### config.mk
export PLATFORM = sky130hd
export DESIGN_NAME = spi_cmd_bridge
export DESIGN_NICKNAME = d
export VERILOG_FILES = /design/src/rtl/spi_cmd_bridge.sv
export SDC_FILE = /design/constraint.sdc
export NUM_CORES = 1
export LEC_CHECK = 0
export CAP_MARGIN = 20
export CORE_ASPECT_RATIO = 1.4
export CORE_UTILIZATION = 25
export CTS_BUF_LIST = sky130_fd_sc_hd__clkbuf_8 sky130_fd_sc_hd__clkbuf_16
export DETAILED_ROUTE_END_ITERATION = 12
export PLACE_DENSITY = 0.51
export REMOVE_ABC_BUFFERS = 1
export SLEW_MARGIN = 30
export SYNTH_ARGS = -nofsm -noshare
export SYNTH_HDL_FRONTEND = slang
export SYNTH_SLANG_ARGS = --single-unit
### constraint.sdc
create_clock -name clk -period 2.5 [get_ports clk]
set_input_delay 0.25 -clock clk [delete_from_list [all_inputs] [get_ports clk]]
set_output_delay 0.25 -clock clk [all_outputs]
set_load 0.02 [all_outputs]
### src/rtl/spi_cmd_bridge.sv
// SPI command bridge: decodes 16-bit words from the SPI slave into register
// bus reads/writes and builds the status/data response for the next frame.
module spi_cmd_bridge #(
  parameter int unsigned ADDR_W      = 7,
  parameter int unsigned TIMEOUT_CYC = 64,
  parameter logic [6:0]  STATUS_ADDR = 7'h7F
) (
  input  logic              clk,
  input  logic              rst,
  input  logic              spi_done,
  input  logic [15:0]       spi_rdata,
  input  logic              spi_ss,
  output logic [15:0]       tx_data,
  output logic              bus_req,
  output logic              bus_we,
  output logic [ADDR_W-1:0] bus_addr,
  output logic [7:0]        bus_wdata,
  input  logic [7:0]        bus_rdata,
  input  logic              bus_ack,
  output logic              busy,
  output logic              err_irq
);

  typedef enum logic [1:0] {IDLE, DECODE, REQ, RESP} state_t;

  state_t      state;
  logic        d1, d2, d3;
  logic        ss1, ss_n_s;
  logic        rise;
  logic [15:0] cmd_q;
  logic [7:0]  frame_cnt;
  logic [7:0]  rdata_q;
  logic [7:0]  timer;
  logic        to_err, ovr_err, frame_to;

  assign rise = d2 & ~d3;
  assign busy = (state != IDLE);

  always_ff @(posedge clk) begin
    if (rst) begin
      state     <= IDLE;
      d1        <= 1'b0;
      d2        <= 1'b0;
      d3        <= 1'b0;
      ss1       <= 1'b0;
      ss_n_s    <= 1'b0;
      cmd_q     <= '0;
      frame_cnt <= '0;
      rdata_q   <= '0;
      timer     <= '0;
      to_err    <= 1'b0;
      ovr_err   <= 1'b0;
      frame_to  <= 1'b0;
      err_irq   <= 1'b0;
      tx_data   <= '0;
      bus_req   <= 1'b0;
      bus_we    <= 1'b0;
      bus_addr  <= '0;
      bus_wdata <= '0;
    end else begin
      d1      <= spi_done;
      d2      <= d1;
      d3      <= d2;
      ss1     <= spi_ss;
      ss_n_s  <= ss1;
      err_irq <= to_err | ovr_err;

      case (state)
        IDLE: begin
          if (rise) begin
            cmd_q     <= spi_rdata;
            frame_cnt <= frame_cnt + 8'd1;
            state     <= DECODE;
          end
        end
        DECODE: begin
          if (cmd_q[14:8] == STATUS_ADDR) begin
            if (cmd_q[15]) begin
              if (cmd_q[0]) to_err  <= 1'b0;
              if (cmd_q[1]) ovr_err <= 1'b0;
            end
            rdata_q <= frame_cnt;
            state   <= RESP;
          end else begin
            bus_addr  <= ADDR_W'(cmd_q[14:8]);
            bus_we    <= cmd_q[15];
            bus_wdata <= cmd_q[7:0];
            bus_req   <= 1'b1;
            timer     <= '0;
            state     <= REQ;
          end
        end
        REQ: begin
          // ack is checked first so an ack on the expiry cycle is not an error
          if (bus_ack) begin
            rdata_q <= bus_we ? 8'h00 : bus_rdata;
            bus_req <= 1'b0;
            state   <= RESP;
          end else if (timer == 8'(TIMEOUT_CYC - 1)) begin
            bus_req  <= 1'b0;
            to_err   <= 1'b1;
            frame_to <= 1'b1;
            rdata_q  <= 8'hEE;
            state    <= RESP;
          end else begin
            timer <= timer + 8'd1;
          end
        end
        RESP: begin
          tx_data  <= {1'b1, frame_to, ovr_err, ss_n_s, frame_cnt[3:0], rdata_q};
          frame_to <= 1'b0;
          state    <= IDLE;
        end
        default: state <= IDLE;
      endcase

      // A word arriving while busy is dropped; setting overrides a same-cycle clear
      if (rise && state != IDLE) ovr_err <= 1'b1;
    end
  end

endmodule

==> results.md <==
Outcome:
- The flow ran to the end, and the final reports show no timing, DRC or antenna violations.

Critical path:
- The critical path arrival is 2390 ps.
- STA classifies the critical path startpoint as a flip-flop.
- The worst setup path is captured at a flip-flop.
- The worst setup path is of the flip-flop to flip-flop kind.
- Along the worst path, the maximum fanout reaches 10.
- STA puts the critical path data required time at 2750 ps.

Power:
- Summed over all cells, the static leakage comes to about 1.7 nW.
- The power per unit of standard cell area is 633 nW/um^2.
- IR analysis of the VDD net gives a maximum drop of 0.285 mV.

Die:
- In this run the count of I/O pins placed on the die edge is 64.
- The total area inside the core boundary comes to roughly 14000 um^2.
- In this run the vertical extent of the chip is ~140 um.
- The row count is approximately 50.
- The die is 103 um wide.
- For this configuration, the core starts out at a cell density of 0.256.
- The area of the die is around 15000 um^2.

Placed design:
- The weighted congestion reported at the end of routability-driven placement is around 0.79.
- Counting tap cells, the placed design contains a total of 628 instances.
- The post-detailed-placement half-perimeter wirelength is about 6.2 mm.
- Summing all placed instances gives a cell area of about 4400 um^2.
- OpenSTA, run right after detailed placement, puts the worst setup slack at between 400 and 500 ps.
- Buffers placed on the I/O ports in this run total 63.

Global route:
- For this run, the total global-route usage over all layers was measured as 0.128.
- The pin count of the biggest net entering global routing is 37.
- The initial antenna violation count is 0.
- The first global-routing pass estimated 14.5 mm of wire.
- The number of global-route vias before repair is 2852.
- The remaining global-route overflow is 0.

Clock network:
- The TritonCTS buffer count is 9.
- For this design, the sink count on the clock tree is between 80 and 90.
- TritonCTS built the clock tree.
- The cell sitting at the root of the clock tree is a sky130_fd_sc_hd__clkbuf_16.
- The clock reaches the later pin of the worst-skew pair after approximately 340 ps.
- In this run the number of H-tree levels came out at 3.
- The CTS clock-pin slew for the worst setup and hold paths is approximately 60 ps.
- Once the clock tree was built, the resizer swapped 0 gates to a different size.
- The clock passes through at most 2 buffers.
- The count of buffers added by post-CTS timing repair for setup is 0.
- After clock tree synthesis, the flow added hold-fix buffers numbering 0.

Job:
- The tool flagged a number of max-cap violations equal to 0.

Logic synthesis:
- The leading register cell type out of synthesis is sky130_fd_sc_hd__dfxtp_1.
- By area the synthesized netlist is led by sky130_fd_sc_hd__dfxtp_1 47%, sky130_fd_sc_hd__mux2i_1 8.7%, sky130_fd_sc_hd__a21oi_1 5.2%, sky130_fd_sc_hd__nand2_1 4.7%, sky130_fd_sc_hd__nor2_1 4.6%.
- Synthesis produced a netlist whose cell count is 395.
- The share of the yosys chip area belonging to registers is 0.470.
- The share of synthesized area in the top cell type comes to 0.470.
- The count of state elements after synthesis is 84.
- In the synthesized netlist, the cells that appear most often are 84 x sky130_fd_sc_hd__dfxtp_1, 45 x sky130_fd_sc_hd__nand2_1, 44 x sky130_fd_sc_hd__nor2_1.
- The cell area after synthesis is 3580 um^2.
- Counting distinct cell types in the post-synthesis netlist gives between 50 and 60.
- The number of synthesis warnings is 0.
- The dominant cell by count in the synthesized netlist is sky130_fd_sc_hd__dfxtp_1.
- Yosys mapped a number of flops with a built-in enable equal to 0.
- Of all flip-flops after synthesis, the portion carrying an async set or reset was 0.
- The leading area contributor after synthesis is sky130_fd_sc_hd__dfxtp_1.
- Each instance of the synthesized netlist takes up on average about 9 um^2.

Timing:
- The worst slew margin relative to its limit is 0.516.
- The post-route minimum period is 2140 ps.
- The part of the cycle the worst path needs is 0.855.
- The max-slew violation total from the final report was 0.
- At the pin with the least slew margin, the transition time is about 730 ps.
- The final hold violation count came to 0.
- Setup repair after global routing left no endpoint under its margin.
- In the final timing run, aggregate negative setup slack is 0 ps.
- For this run, the top clock speed supported by timing is around 470 MHz.
- The setup skew after layout is 5.94 ps.
- The final setup violation count is 0.
- The post-route worst setup slack is roughly 360 ps.

Drt:
- The initial detailed-routing violation count is 118.
- The post-route antenna net violation count is 0.
- Dividing the detail-routed wire length by the instance count gives ~14 um.
- The routed design has ~9 mm of wire.
- The total iterations of the first detailed-routing run is 4.
- The routed via count divided by cell count is about 4.6.
- The final route contains slightly below 3000 vias.
- After detailed routing, the number of remaining DRC violations is 0.

Layout:
- The number of inserted filler cells in the final layout is about 1500.
- The number of antenna cells inserted is 0.
- The design area is approximately 4700 um^2.
- Of the cells placed in the final design, the portion with a size suffix greater than 1 is 0.0784.
- In the final design database the tool counted a little under 500 nets.
- The final cell count without fillers is 644.
- The area added between synthesis and finish is 31.0%.

Hold path:
- The type of the worst min-delay path is flip-flop to flip-flop.
[cell type report]
cell class              count  area [um^2]  share of cell area
inverters                  16         60.1              0.0128
clock inverters             5         57.6              0.0123
flip-flops and latches     84         1680               0.359
repair buffers             71          686               0.146
multi-input cells         272         1720               0.367
clock buffers              11          253              0.0539
well taps                 185          231              0.0494
[registers in the layout, summed over array words and instances (netlist names)]
register   count
ovr_err        1
rdata_q        8
bus_we         1
bus_req        1
frame_to       1
bus_addr       7
tx_data       16
timer          8
bus_wdata      8
d2             1
cmd_q         16
ss_n_s         1
d1             1
d3             1
ss1            1
state          2
err_irq        1
frame_cnt      8
to_err         1
[kinds of logic (layout without fill, tap and decap cells)]
| family | count (synthesis) | count (layout) | synth area share |
|---|---|---|---|
| AO/OA/AOI/OAI | 91 | 91 | 0.167 |
| buffers and inverters | 39 | 103 | 0.0500 |
| multiplexers | 31 | 31 | 0.0867 |
| XOR/XNOR | 7 | 7 | 0.0171 |
| AND/OR/NAND/NOR | 137 | 137 | 0.189 |
| flip-flops | 84 | 84 | 0.470 |
| adder cells (fa/ha/maj) | 6 | 6 | 0.0210 |
[per-layer routing]
metal / global-route usage / part of all wire / up-vias
li1: - / - / 1505
met1: 0.162 / 0.47 / 1384
met2: 0.204 / 0.47 / 61
met3: 0.0340 / 0.045 / 7
met4: 0.0511 / 0.015 / 0
met5: 0 / 0 / -
[per-stage QoR]
step	util	power, mW	hold WS [ps]
final	0.335	2.97	441
after global routing	0.335	3.10	451
after global placement	0.313	1.61	417
after detailed placement	0.313	1.62	433
after floorplan	-	1.50	319
after CTS	0.335	3.01	448
[final timing paths]
path | from | end | slack [ps] | cells past startpoint
worst max-delay path | state[1] | rdata_q[0] | 360 | 6
worst min-delay path | ss1 | ss_n_s | 440 | 1
worst max register to register | state[1] | rdata_q[0] | 360 | 6
worst min register to register | ss1 | ss_n_s | 440 | 1
[worst max-delay path, cell delays in order, from the launching register on]
cell and delay, ps:
sky130_fd_sc_hd__dfxtp_1 350, sky130_fd_sc_hd__inv_1 130, sky130_fd_sc_hd__ha_1 440, sky130_fd_sc_hd__nand4_2 290
sky130_fd_sc_hd__o22ai_2 430, sky130_fd_sc_hd__a21oi_1 140, sky130_fd_sc_hd__a311oi_1 260
[power breakdown]
part,switching [mW],total [mW],leakage [nW],internal [mW]
clock,0.550,1.38,0.156,0.832
combinational,0.109,0.204,0.826,0.0952
sequential,0.0190,1.38,0.679,1.36
total,0.678,2.97,1.66,2.29
[placed cells by master (no fill, tap or decap), drive strengths merged, types with 2 or more instances in the layout]
cell            n
nand2b          5
clkinv          2
a21oi          37
mux2i          31
xnor2           6
nand3           9
inv            18
nor4            2
o21ai          16
o22a            2
buf             9
nand4           4
a31oi           4
o211ai          9
a221oi          2
nor2           44
clkdlybuf4s50  62
a211oi          3
nor3            3
a311oi          2
o2111ai         6
o22ai           3
o31ai           3
or2             2
dfxtp          84
nor2b          12
ha              6
and3            2
clkbuf         11
or4             2
nand2          45
No activity file was read; power rests on OpenSTA's default activity.
